===== src/rtl/scale_down_param.sv =====
// Raster down-scaler: IMG_W x IMG_H in, (IMG_W/S) x (IMG_H/S) out, box-average or decimate.
// Optional build macro SCALE_ROUND_EN selects round-half-up averaging instead of truncation.
module scale_down_param #(
  parameter int IMG_W      = 128,
  parameter int IMG_H      = 128,
  parameter int PIX_W      = 8,
  parameter int SCALE_LOG2 = 1
) (
  input  logic             clk,
  input  logic             reset,
  input  logic [PIX_W-1:0] in,
  input  logic             avg_mode,
  output logic             ask,
  output logic [PIX_W-1:0] out,
  output logic             display,
  output logic             frame_done
);

  localparam int AW   = PIX_W + 2 * SCALE_LOG2;
  localparam int NBLK = IMG_W >> SCALE_LOG2;
  localparam int CW   = (IMG_W > 1) ? $clog2(IMG_W) : 1;
  localparam int RW   = (IMG_H > 1) ? $clog2(IMG_H) : 1;

  typedef enum logic [1:0] {
    IDLE = 2'd0,
    RUN  = 2'd1,
    DONE = 2'd2
  } state_t;

  state_t           state_q, state_d;
  logic [CW-1:0]    col_q, col_d;
  logic [RW-1:0]    row_q, row_d;
  logic             mode_q, mode_d;
  logic [PIX_W-1:0] out_q, out_d;
  logic             display_q, display_d;

  logic [AW-1:0]    acc_q [NBLK];

  logic                   capture;
  logic                   col_last, row_last;
  logic                   blk_first, blk_last;
  logic [CW-SCALE_LOG2-1:0] idx;
  logic [AW-1:0]          acc_cur;
  logic [AW-1:0]          sum;
  logic [PIX_W-1:0]       avg_pix;

  assign capture   = (state_q == RUN);
  assign col_last  = (col_q == CW'(IMG_W - 1));
  assign row_last  = (row_q == RW'(IMG_H - 1));
  assign blk_first = (row_q[SCALE_LOG2-1:0] == '0) && (col_q[SCALE_LOG2-1:0] == '0);
  assign blk_last  = (row_q[SCALE_LOG2-1:0] == '1) && (col_q[SCALE_LOG2-1:0] == '1);
  assign idx       = col_q[CW-1:SCALE_LOG2];
  assign acc_cur   = acc_q[idx];
  assign sum       = acc_cur + AW'(in);

`ifdef SCALE_ROUND_EN
  localparam logic [AW-1:0] RND = AW'(1) << (2 * SCALE_LOG2 - 1);
  assign avg_pix = PIX_W'((sum + RND) >> (2 * SCALE_LOG2));
`else
  assign avg_pix = PIX_W'(sum >> (2 * SCALE_LOG2));
`endif

  always_comb begin
    state_d   = state_q;
    col_d     = col_q;
    row_d     = row_q;
    mode_d    = mode_q;
    display_d = 1'b0;
    out_d     = out_q;
    unique case (state_q)
      IDLE: begin
        state_d = RUN;
        mode_d  = avg_mode;
        col_d   = '0;
        row_d   = '0;
      end
      RUN: begin
        if (col_last) begin
          col_d = '0;
          row_d = row_last ? '0 : row_q + 1'b1;
        end else begin
          col_d = col_q + 1'b1;
        end
        if (col_last && row_last) state_d = DONE;
        // The last pixel of a block never coincides with its load pixel (S >= 2),
        // so the entry already holds the block's partial sum or decimated pixel.
        if (blk_last) begin
          display_d = 1'b1;
          out_d     = mode_q ? avg_pix : acc_cur[PIX_W-1:0];
        end
      end
      DONE: begin
        state_d = RUN;
        mode_d  = avg_mode;
        col_d   = '0;
        row_d   = '0;
      end
      default: state_d = IDLE;
    endcase
  end

  always_ff @(posedge clk or negedge reset) begin
    if (!reset) begin
      state_q   <= IDLE;
      col_q     <= '0;
      row_q     <= '0;
      mode_q    <= 1'b0;
      out_q     <= '0;
      display_q <= 1'b0;
    end else begin
      state_q   <= state_d;
      col_q     <= col_d;
      row_q     <= row_d;
      mode_q    <= mode_d;
      out_q     <= out_d;
      display_q <= display_d;
    end
  end

  // Entries are re-initialised at every block-row start, so no reset is needed.
  always_ff @(posedge clk) begin
    if (capture) begin
      if (blk_first) begin
        acc_q[idx] <= AW'(in);
      end else if (mode_q) begin
        acc_q[idx] <= sum;
      end
    end
  end

  assign ask        = (state_q == RUN);
  assign frame_done = (state_q == DONE);
  assign out        = out_q;
  assign display    = display_q;

endmodule


===== config.mk =====
export PLATFORM = sky130hd
export DESIGN_NAME = scale_down_param
export DESIGN_NICKNAME = d
export VERILOG_FILES = /design/src/rtl/scale_down_param.sv
export SDC_FILE = /design/constraint.sdc
export NUM_CORES = 1
export LEC_CHECK = 0
export CORE_MARGIN = 2
export CORE_UTILIZATION = 50
export CTS_BUF_LIST = sky130_fd_sc_hd__clkbuf_8
export DETAILED_ROUTE_END_ITERATION = 8
export PLACE_DENSITY = 0.66
export SYNTH_ARGS = -nofsm -noshare
export SYNTH_HDL_FRONTEND = slang
export SYNTH_SLANG_ARGS = --single-unit

===== constraint.sdc =====
create_clock -name clk -period 11.09 [get_ports clk]
set_clock_uncertainty 0.15 [all_clocks]
set_input_delay 1.6635 -clock clk [delete_from_list [all_inputs] [get_ports clk]]
set_output_delay 1.6635 -clock clk [all_outputs]
set_load 0.01 [all_outputs]

[Word level (Yosys, flattened, before mapping)]
Memory sizes are Yosys's and may differ from the RTL's.
Index checks and enable logic that the tools add are counted.
Storage, ports and cells
  output and inout bits: 11
  register bits: 26
  bits in writable memories: 640
  memories: 1
Memory list
  acc_q: depth 64, width 10, rd ports 1, clocked after Yosys merged registers in 0, wr ports 1, line 37  | logic [AW-1:0] acc_q [NBLK];
Cells by class
  $add $sub $neg: 3
  bitwise gates (word level): 3
  equal/unequal tests: 6
  reductions and logical operators: 8
  mux-type cells: 18
Operators with widths (count)
  one-hot mux 7 bit (2 select lines): 2
  two-way mux 7 bit: 3
  adder 7 x 1 -> 7 bit (second input constant): 2
  equality test 7 bit (second input constant): 2
  adder 10 x 8 -> 10 bit: 1
  two-way mux 10 bit: 1
  two-way mux 1 bit: 9
  two-way mux 8 bit: 1
  != test 2 x 1 -> 1 bit (second input constant): 2
  one-hot mux 2 bit (2 select lines): 1
  AND reduction 2 bit: 2
  logical AND 1 bit: 3
  equality test 2 x 1 -> 1 bit (second input constant): 1
  equality test 2 bit (second input constant): 1
  zero test 2 bit: 1
  two-way mux 2 bit: 1
  inverter 1 bit: 2
  nonzero test 2 bit: 1
  OR reduction 2 bit: 1
  bitwise OR 1 bit: 1

[Logic depth before layout (Yosys ltp)]
Gate-level depths: netlist of the first run.
  word-level depth: 6
  depth in mapped cells: 18

[Least setup slack after synthesis of the first run]
OpenSTA, ideal clock, no wires.
  path type: register to register
  start: register col_q[1]
  end: memory acc_q[0][2] (netlist bit), data pin
  data required time: 10.239 ns
  setup slack: 4.830 ns
  path buffers: 3
  data arrival time: 5.408 ns
  cell stages (with the launch flop): 13
  path through: dfrtp_1 buf_4 nor3b_1 buf_2 buf_4 a22o_1 o41ai_1 nand4_1 or4b_1 ha_1 fa_1 xnor2_1 o21ai_0
On the way
  cells in the longest elaborated chain, start to end: 3
Ends and longest elaborated chain
  from (decl): line 31  | logic [CW-1:0] col_q, col_d;
  from (signal assigned): line 112  | col_q <= col_d;
  memory read (64 x 10 bit)
  adder 10 x 8 -> 10 bit: line 54  | assign sum = acc_cur + AW'(in);
  two-way mux 10 bit (no line)
  to (decl): line 37
Every way passes these cells.

[Worst setup path after layout of the first run]
  start: register col_q[1]
  end: memory acc_q[22][6] (netlist bit), data pin
The elaborated chain is that of the path after synthesis.

==> flow_summary.json, run 1 <==
{
  "outcome": "completed",
  "path_max_fanout": 79,
  "p_sw_uw": 980,
  "hold_buffers": 0,
  "port_buffers": 21,
  "cp-start-kind": "register",
  "hold_viol_final": 0,
  "period_share_pct": 62.4,
  "synth.area.top_cells": "edfxtp_1 75%, a22oi_1 6.0%, dfrtp_1 2.5%",
  "setup_violations": 0,
  "rsz0062_at_grt": "no",
  "dr.max_layer_used": "met5",
  "p_sw_share_pct": 20.8,
  "htreeDepth": 3,
  "yosysTopAreaCell": "edfxtp_1",
  "synth_top_flop_cell": "edfxtp_1",
  "start_util_pct": 50.4,
  "pwr-share-comb_pct": 1.1,
  "cp.required_ps": 11260,
  "synthArstFlopShare_pct": 3.90,
  "period_needed_ps": 6910,
  "gp_congestion": 0.836,
  "drtPass1Iterations": 5,
  "antenna_left": 0,
  "synth_commonest_cells": "640 x edfxtp_1, 205 x a22oi_1, 84 x nor2_1",
  "rows": 83,
  "synth_cell_types": 72,
  "clkSlewWorstSetupHoldPaths_ps": 60,
  "postCtsResizedCells": 0,
  "cts_sinks": 666,
  "drt_iter0_markers": 1626,
  "vias": 15000,
  "clockPowerShare_pct": 40.5,
  "yosysWarningCount": 0,
  "diodes": 0,
  "syn_nets": 1542,
  "nets": 1606,
  "drt_drc_violations_left": 0,
  "syn_area_um2": 25800,
  "dieArea_um2": 53400,
  "finalSetupTns_ps": 0,
  "cap_violations": 0,
  "power_density_nw_per_um2": 165,
  "cts_tree": "built",
  "yosysMostFrequentCell": "edfxtp_1",
  "ys_seq_area_share_pct": 77.1,
  "insertion_delay_ps": 720,
  "rrSetupSlack_ps": 4180,
  "dr_wl_met2_um": 31200,
  "grt_max_degree": 80,
  "max_freq_mhz": 145,
  "synth_top_cell_area_share_pct": 74.6,
  "max-clock-path-buffers": 3,
  "finalWirelength_um": 66700,
  "p_leak_uw": 0.00898,
  "die_w_um": 231,
  "die_height_um": 231,
  "arrival_ps": 7080,
  "postCtsSetupRepairBufs": 0,
  "drive_above_1_share_pct": 12.1,
  "pin_count": 22,
  "wl_per_cell_um": 28.4,
  "grt_usage_pct": 25.2,
  "grt_overflow_total": 0,
  "post_drt_via_cell_ratio": 6.40,
  "fin_util_pct": 55.9,
  "dp_hpwl_um": 38900,
  "grt_first_pass_wirelength_um": 97900,
  "syn2layout_area_growth_pct": 10.9,
  "sequentialPowerShare_pct": 58.4,
  "worst-slew-pin-transition_ps": 1350,
  "wl_met3_um": 6440,
  "cts_buffers": 102,
  "slew_viol_final": 0,
  "met1_length_um": 27300,
  "antenna_found_initial": 1,
  "hp-class": "register to register",
  "grt_pass1_vias": 14600,
  "synth_area_per_cell_um2": 17.0,
  "ir_drop_uv": 71.1,
  "syn_inst": 1520,
  "clock-root-buffer": "clkbuf_8",
  "synth_edf_count": 640,
  "relSlewSlack_pct": 9.76,
  "cp-end-kind": "register",
  "coreArea_um2": 51100,
  "crit_type": "register to register",
  "ys_ff_latch": 666,
  "p_int_uw": 3730
}
==> power groups by stage <==
stage	Combinational, µW	Sequential (µW)	Clock, µW
3_3_place_gp	51.2	2810	0
2_1_floorplan	25.8	2810	0
4_1_cts	53.3	2750	1930
6_report	52.0	2750	1910
5_1_grt	57.0	2750	2030
3_5_place_dp	53.3	2810	0
==> kinds of logic (layout without fill, tap and decap cells) <==
logic type / Yosys count / after routing / share of synthesized area, %
compound gates: 404 / 404 / 11.9
xor+xnor: 12 / 12 / 0.408
fa+ha+maj: 11 / 11 / 0.563
buf+inv: 109 / 257 / 2.08
flops: 666 / 666 / 77.1
mux: 39 / 39 / 1.88
simple gates: 279 / 279 / 6.04
==> placed cells by master, fill, tap and decap left out, types with 5 or more instances in the layout <==
cell / count
a2111oi_0: 6
nand3_1: 19
and2_1: 6
clkbuf_8: 105
clkinv_1: 38
a22oi_1: 205
a21oi_1: 18
nor4bb_1: 6
and3_1: 6
nand2b_1: 5
mux2i_1: 27
o22ai_1: 11
ha_1: 10
xnor2_1: 9
o41ai_1: 9
inv_1: 40
nor2_1: 81
nand3b_1: 9
mux2_2: 5
nand4_1: 25
a22o_1: 53
and4b_1: 6
nor2b_1: 9
edfxtp_1: 640
o21ai_0: 20
nand2_2: 7
dfrtp_1: 23
clkdlybuf4s50_1: 21
buf_4: 37
mux4_2: 7
clkinv_2: 8
nand4b_1: 11
nand2_1: 47
o21ai_1: 5
o31ai_1: 8
o2111ai_1: 5
a41oi_1: 28
==> registers in the layout, summed over array words and instances, names as in the netlist <==
register / count
display: 1
acc_q: 640
state_q: 2
mode_q: 1
out: 8
col_q: 7
row_q: 7
==> worst paths after layout <==
kind / startpoint / to / cells past startpoint
min in group asynchronous: reset / row_q[4]$_DFFE_PN0P_ / 2
worst min register to register: out[4]$_DFFE_PN0P_ / out[4]$_DFFE_PN0P_ / 2
max in group asynchronous: reset / out[1]$_DFFE_PN0P_ / 2
worst max-delay path: col_q[1]$_DFFE_PN0N_ / acc_q[22][6]$_DFFE_PP_ / 15
worst min-delay path: out[4]$_DFFE_PN0P_ / out[4]$_DFFE_PN0P_ / 2
worst max register to register: col_q[1]$_DFFE_PN0N_ / acc_q[22][6]$_DFFE_PP_ / 15
==> stage by stage <==
| stage | instance area [µm²] | cells | power [µW] | setup WS [ps] | hold slack (ps) |
|---|---|---|---|---|---|
| global route | 28600 | 2348 | 4840 | 3880 | 352 |
| detailed placement | 26700 | 2160 | 2860 | 4300 | 320 |
| finish | 28600 | 2348 | 4710 | 4180 | 324 |
| floorplan | 25800 | 1520 | 2830 | 4830 | 320 |
| global placement | 26700 | 2160 | 2860 | 4420 | 312 |
| CTS | 28600 | 2348 | 4730 | 4260 | 332 |
==> critical path, stage by stage, from the launching register on <==
cell,delay [ps]
dfrtp_4,820
and3b_2,660
buf_4,430
a22o_1,250
o41ai_1,560
nand4_1,310
or4b_1,660
ha_1,280
fa_1,450
a21o_1,200
a21oi_1,220
o21bai_1,120
a21oi_1,180
xnor2_1,160
nand2_1,90
nand2_2,830
==> per-layer routing <==
layer / vias up / GRT usage [%]
li1: 6405 / -
met1: 7654 / 35.4
met2: 832 / 39.2
met3: 124 / 5.62
met4: 2 / 9.03
met5: - / 0
==> final cells by class <==
cell class / count / area (µm²)
inverter: 11 / 41.3
timing repair buffer: 58 / 488
sequential: 666 / 19900
tap: 680 / 851
fill: 3989 / 22500
clock buffer: 105 / 1450
multi-input combinational: 745 / 5440
clock inverter: 83 / 445
No activity file was read; power rests on OpenSTA's default activity.
==> run 2: changes to the inputs <==
clock period = 6.9 ns   (was 11.09 ns; I/O delays follow)
==> run 2 against run 1 <==
  * Non-clock buffer count up 30
  * Sequential share of layout area shrank 0.68 points
  * Sequential cell count unchanged
  * Clock-buffer cell count is the same
  * Routed wire length increased by 4.2%
  * Critical path depth rose by 1
  * Via count rose by 2.5%
  * Clock power rose by 57%
  * Register-to-register slack worse by 3700 ps
  * Utilization rose by 0.56 points
  * Global-route usage is 1.2 points higher
  * Hold slack improved by 7.0 ps
  * Largest cell class unchanged
==> flow_summary.json, run 2 (synthesis results as in run 1) <==
{
  "outcome": "completed",
  "grt_overflow_total": 0,
  "timing.rr.start": "col_q[3]$_DFFE_PN0N_",
  "postLayoutSetupSlackWorst_ps": 452,
  "arrival_ps": 6750,
  "antenna_found_initial": 2,
  "r2r_cells": 16,
  "finalSetupTns_ps": 0,
  "fin_util_pct": 56.5,
  "drtPass1Iterations": 6,
  "rsz0062_at_grt": "no",
  "p_leak_uw": 0.00918,
  "worst-slew-pin-transition_ps": 1330,
  "max_stage_delay_ps": 800,
  "max_freq_mhz": 155,
  "htreeDepth": 3,
  "holdPathStages": 2,
  "clockPowerShare_pct": 39.9,
  "cts_buffers": 102,
  "nets": 1636,
  "dp_cells": 2190,
  "grt_usage_pct": 26.4,
  "power_density_nw_per_um2": 261,
  "timing.critical_path.mode_cell": "buf_4",
  "syn2layout_area_growth_pct": 12.0,
  "setup_violations": 0,
  "antenna_left": 0,
  "cp-start-kind": "register",
  "die_height_um": 231,
  "drive_above_1_share_pct": 13.7,
  "cp.required_ps": 7200,
  "layout_commonest_cell": "edfxtp_1",
  "dieArea_um2": 53400,
  "postCtsResizedCells": 0,
  "slowest_stage": "dfrtp_2",
  "postCtsSetupRepairBufs": 0,
  "p_sw_share_pct": 21.1,
  "grt_first_pass_wirelength_um": 102000,
  "ir_drop_uv": 144,
  "r2r_end": "acc_q[47][8]$_DFFE_PP_",
  "hold_buffers": 0,
  "hold_viol_final": 0,
  "largest_register_ffs": 640,
  "pwr-share-comb_pct": 1.3,
  "nFillCells": 3960,
  "dp_hpwl_um": 43700,
  "p_int_uw": 5940,
  "coreArea_um2": 51100,
  "port_buffers": 21,
  "wl_per_cell_um": 29.2,
  "cap_violations": 0,
  "cp_num_buf_inv": 2,
  "regMostFlops": "acc_q",
  "hold-path-endpoint": "out[5]$_DFFE_PN0P_",
  "p_sw_uw": 1590,
  "cts_sinks": 666,
  "clkSlewWorstSetupHoldPaths_ps": 60,
  "die_w_um": 231,
  "rrSetupSlack_ps": 450,
  "clock-root-buffer": "clkbuf_8",
  "drt_drc_violations_left": 0,
  "worstHoldStart": "out[5]$_DFFE_PN0P_",
  "gp_congestion": 0.881,
  "crit_chain": "buf_4 > nor3_4 > a22o_1 > o41ai_1 > nand4_1 > or4b_1 > ha_1 > fa_1 > a21o_1 > a21oi_1 > o21bai_1 > a2111o_1 > nand2_1 > xnor2_1 > nor2_4 > buf_4",
  "slew_viol_final": 0,
  "grt_max_degree": 65,
  "hp-class": "register to register",
  "finalWirelength_um": 69500,
  "cp-end-kind": "register",
  "sequentialPowerShare_pct": 58.8,
  "path_delay_family": "compound AO/OA/AOI/OAI gates",
  "start_util_pct": 50.4,
  "grt_pass1_vias": 15000,
  "period_share_pct": 93.5,
  "place_ws_ps": 614,
  "path_max_fanout": 40,
  "fin_cells": 2377,
  "diodes": 0,
  "max-clock-path-buffers": 3,
  "vias": 15400,
  "cts_tree": "built",
  "insertion_delay_ps": 710,
  "post_drt_via_cell_ratio": 6.47,
  "power_uw": 7520,
  "final_cell_mix": "640 x edfxtp_1, 205 x a22oi_1, 105 x clkbuf_8",
  "rows": 83,
  "period_needed_ps": 6450,
  "drt_iter0_markers": 2062,
  "crit_type": "register to register",
  "relSlewSlack_pct": 11.3,
  "pin_count": 22
}
run 2: final cells by class:
cell class | count | area, µm² | area share, %
clock buffers | 105 | 1450 | 5.01
inverters | 11 | 41.3 | 0.143
flip-flops and latches | 666 | 19900 | 68.9
repair buffers | 88 | 813 | 2.82
well taps | 680 | 851 | 2.95
multi-input cells | 745 | 5430 | 18.8
clock inverters | 82 | 407 | 1.41
run 2: worst max-delay path by stage:
stage	slack, ps	cells past startpoint	endpoint	startpoint
6_report	450	16	acc_q[47][8]$_DFFE_PP_	col_q[3]$_DFFE_PN0N_
5_1_grt	190	16	acc_q[47][8]$_DFFE_PP_	col_q[3]$_DFFE_PN0N_
4_1_cts	590	16	acc_q[40][8]$_DFFE_PP_	col_q[3]$_DFFE_PN0N_
3_5_place_dp	610	16	acc_q[40][8]$_DFFE_PP_	col_q[3]$_DFFE_PN0N_
3_3_place_gp	780	16	acc_q[40][8]$_DFFE_PP_	col_q[3]$_DFFE_PN0N_
2_1_floorplan	640	12	acc_q[0][2]$_DFFE_PP_	col_q[1]$_DFFE_PN0N_
run 2: power groups by stage:
stage / Sequential (µW) / Clock [µW] / Combinational [µW]
3_3_place_gp: 4510 / 0 / 91.6
3_5_place_dp: 4510 / 0 / 93.9
5_1_grt: 4420 / 3200 / 102
2_1_floorplan: 4510 / 0 / 41.5
6_report: 4420 / 3000 / 94.3
4_1_cts: 4430 / 3030 / 94.0
run 2: stage by stage:
step / hold WS [ps] / instance area, µm²
final: 331 / 28900
after global routing: 365 / 28900
after CTS: 340 / 28900
after detailed placement: 327 / 27000
after global placement: 321 / 27000
after floorplan: 320 / 25800
run 2: worst register-to-register path: stages, from the launching register on:
cell      delay (ps)
dfrtp_2          800
buf_4            370
nor3_4           180
a22o_1           320
o41ai_1          600
nand4_1          280
or4b_1           620
ha_1             270
fa_1             450
a21o_1           210
a21oi_1          230
o21bai_1         110
a2111o_1         440
nand2_1           90
xnor2_1           90
nor2_4           480
buf_4            490
run 2: per-layer routing:
layer	wire length [µm]	global-route usage (%)
met1	27600	37.3
met2	32100	40.3
met3	7500	5.95
met4	2220	10.2
met5	35	0
==> run 3: changes to the inputs <==
SLEW_MARGIN = 20   (was default)
==> run 3 against run 2 <==
  * Sequential share of layout area fell by 0.051 points
  * Sequential cell count did not move
  * Die area did not move
  * First-iteration DRC count fell by 10%
  * Setup slack improved by 13 ps
  * Clock-buffer cell count fell by 2
  * Global-route usage barely moved
  * Via count fell by 0.40%
  * Non-clock buffer count did not move
  * Largest cell class unchanged
==> flow_summary.json, run 3 (synthesis results as in run 1) <==
{
  "layout_commonest_cell": "edfxtp_1",
  "whs_ps": 333,
  "fin_util_pct": 56.5,
  "dp_cells": 2190,
  "crit_type": "register to register",
  "max-clock-path-buffers": 3,
  "grt_max_degree": 65,
  "grt_overflow_total": 0,
  "worst-slew-pin-transition_ps": 1140,
  "vias": 15300,
  "cts_tree": "built",
  "dp_hpwl_um": 43600,
  "coreArea_um2": 51100,
  "clockPowerShare_pct": 39.4,
  "clkSlewWorstSetupHoldPaths_ps": 60,
  "wl_met3_um": 7410,
  "nFillCells": 3957,
  "dieArea_um2": 53400,
  "p_sw_uw": 1580,
  "finalWirelength_um": 69400,
  "outcome": "completed",
  "worstHoldStart": "out[1]$_DFFE_PN0P_",
  "hp-class": "register to register",
  "met1_length_um": 27600,
  "max_stage_delay_ps": 930,
  "htreeDepth": 3,
  "p_int_uw": 5880,
  "start_util_pct": 50.4,
  "insertion_delay_ps": 740,
  "diodes": 0,
  "cp-end-kind": "register",
  "rsz0062_at_grt": "no",
  "multiInputGateArea_um2": 5500,
  "syn2layout_area_growth_pct": 12.1,
  "drive_above_1_share_pct": 15.2,
  "dr.max_layer_used": "met5",
  "post_dp_cell_area_um2": 27000,
  "setup_violations": 0,
  "period_share_pct": 93.3,
  "r2r_cells": 16,
  "final_cell_mix": "640 x edfxtp_1, 205 x a22oi_1, 103 x clkbuf_8",
  "rows": 83,
  "grt_first_pass_wirelength_um": 102000,
  "largest_register_ffs": 640,
  "nets": 1635,
  "p_sw_share_pct": 21.2,
  "path_max_fanout": 41,
  "sequentialPowerShare_pct": 59.3,
  "die_w_um": 231,
  "period_needed_ps": 6440,
  "gp_congestion": 0.881,
  "p_leak_uw": 0.00917,
  "cp-start-kind": "register",
  "arrival_ps": 6750,
  "cts_buffers": 101,
  "pwr-share-comb_pct": 1.3,
  "seq_area_um2": 19900,
  "cts_sinks": 666,
  "clock-root-buffer": "clkbuf_8",
  "timing.rr.start": "col_q[2]$_DFFE_PN0N_",
  "holdPathStages": 2,
  "drt_drc_violations_left": 0,
  "hold-path-endpoint": "out[1]$_DFFE_PN0P_",
  "relSlewSlack_pct": 23.4,
  "antenna_found_initial": 4,
  "max_freq_mhz": 155,
  "post_drt_via_cell_ratio": 6.46,
  "hold_viol_final": 0,
  "dr_wl_met2_um": 31400,
  "die_height_um": 231,
  "hold_buffers": 0,
  "wl_per_cell_um": 29.3,
  "fin_cells": 2372,
  "slowest_stage": "dfrtp_2",
  "regMostFlops": "acc_q",
  "r2r_end": "acc_q[2][8]$_DFFE_PP_",
  "pin_count": 22,
  "crit_chain": "nor3b_2 > buf_12 > a22o_1 > o41ai_1 > nand4_1 > or4b_1 > ha_1 > fa_1 > a21o_1 > a21oi_1 > o21bai_1 > a2111o_1 > nand2_1 > xnor2_1 > nor2_4 > buf_4",
  "port_buffers": 21,
  "grt_pass1_vias": 15100,
  "cp.required_ps": 7220,
  "finalSetupTns_ps": 0,
  "rrSetupSlack_ps": 460,
  "drt_iter0_markers": 1854,
  "power_density_nw_per_um2": 258,
  "slew_viol_final": 0,
  "drtPass1Iterations": 5,
  "postCtsResizedCells": 0,
  "postCtsSetupRepairBufs": 0,
  "cap_violations": 0,
  "final_cell_area_um2": 28900,
  "ir_drop_uv": 146,
  "antenna_left": 0,
  "grt_usage_pct": 26.4
}
-- run 3: final cells by class --
type / count / share of cell area (%)
Sequential cell: 666 / 68.8
Multi-Input combinational cell: 745 / 19.0
Clock buffer: 103 / 4.91
Tap cell: 680 / 2.95
Timing Repair Buffer: 88 / 2.82
Clock inverter: 79 / 1.34
Inverter: 11 / 0.143
-- run 3: how the worst max path moves through the flow --
stage / startpoint / endpoint / slack (ps) / depth (start not counted)
after floorplan: col_q[1]$_DFFE_PN0N_ / acc_q[0][2]$_DFFE_PP_ / 640 / 12
after global placement: col_q[3]$_DFFE_PN0N_ / acc_q[40][8]$_DFFE_PP_ / 780 / 16
after detailed placement: col_q[3]$_DFFE_PN0N_ / acc_q[42][8]$_DFFE_PP_ / 610 / 16
after CTS: col_q[3]$_DFFE_PN0N_ / acc_q[55][8]$_DFFE_PP_ / 590 / 16
after global routing: col_q[3]$_DFFE_PN0N_ / acc_q[2][8]$_DFFE_PP_ / 230 / 16
final: col_q[2]$_DFFE_PN0N_ / acc_q[2][8]$_DFFE_PP_ / 460 / 16
-- run 3: per-layer routing --
metal  GRT usage, %  up-vias
li1               -     6463
met1           36.6     7717
met2           39.4      981
met3           7.10      160
met4           11.9        8
met5              0        -
-- run 3: through the flow --
stage / power [µW] / setup WS (ps)
final: 7460 / 464
after global routing: 7670 / 228
after CTS: 7500 / 592
after detailed placement: 4600 / 607
after global placement: 4600 / 778
after floorplan: 4550 / 640
-- run 3: power groups by stage --
stage	sequential, µW	combinational [µW]	clock [µW]
4_1_cts	4430	94.2	2980
2_1_floorplan	4510	41.5	0
3_3_place_gp	4510	91.6	0
3_5_place_dp	4510	94.0	0
5_1_grt	4420	102	3140
6_report	4420	94.4	2940
-- run 3: critical path, delay by kind of cell (launching register included) --
kind	cells	cell delay, ps
AOI/OAI and AO/OA	6	1760
xor gates and xnor gates	1	100
adders and majority gates	2	710
buffers and inverters	2	750
DFF	1	930
and+or+nand+nor	5	1730
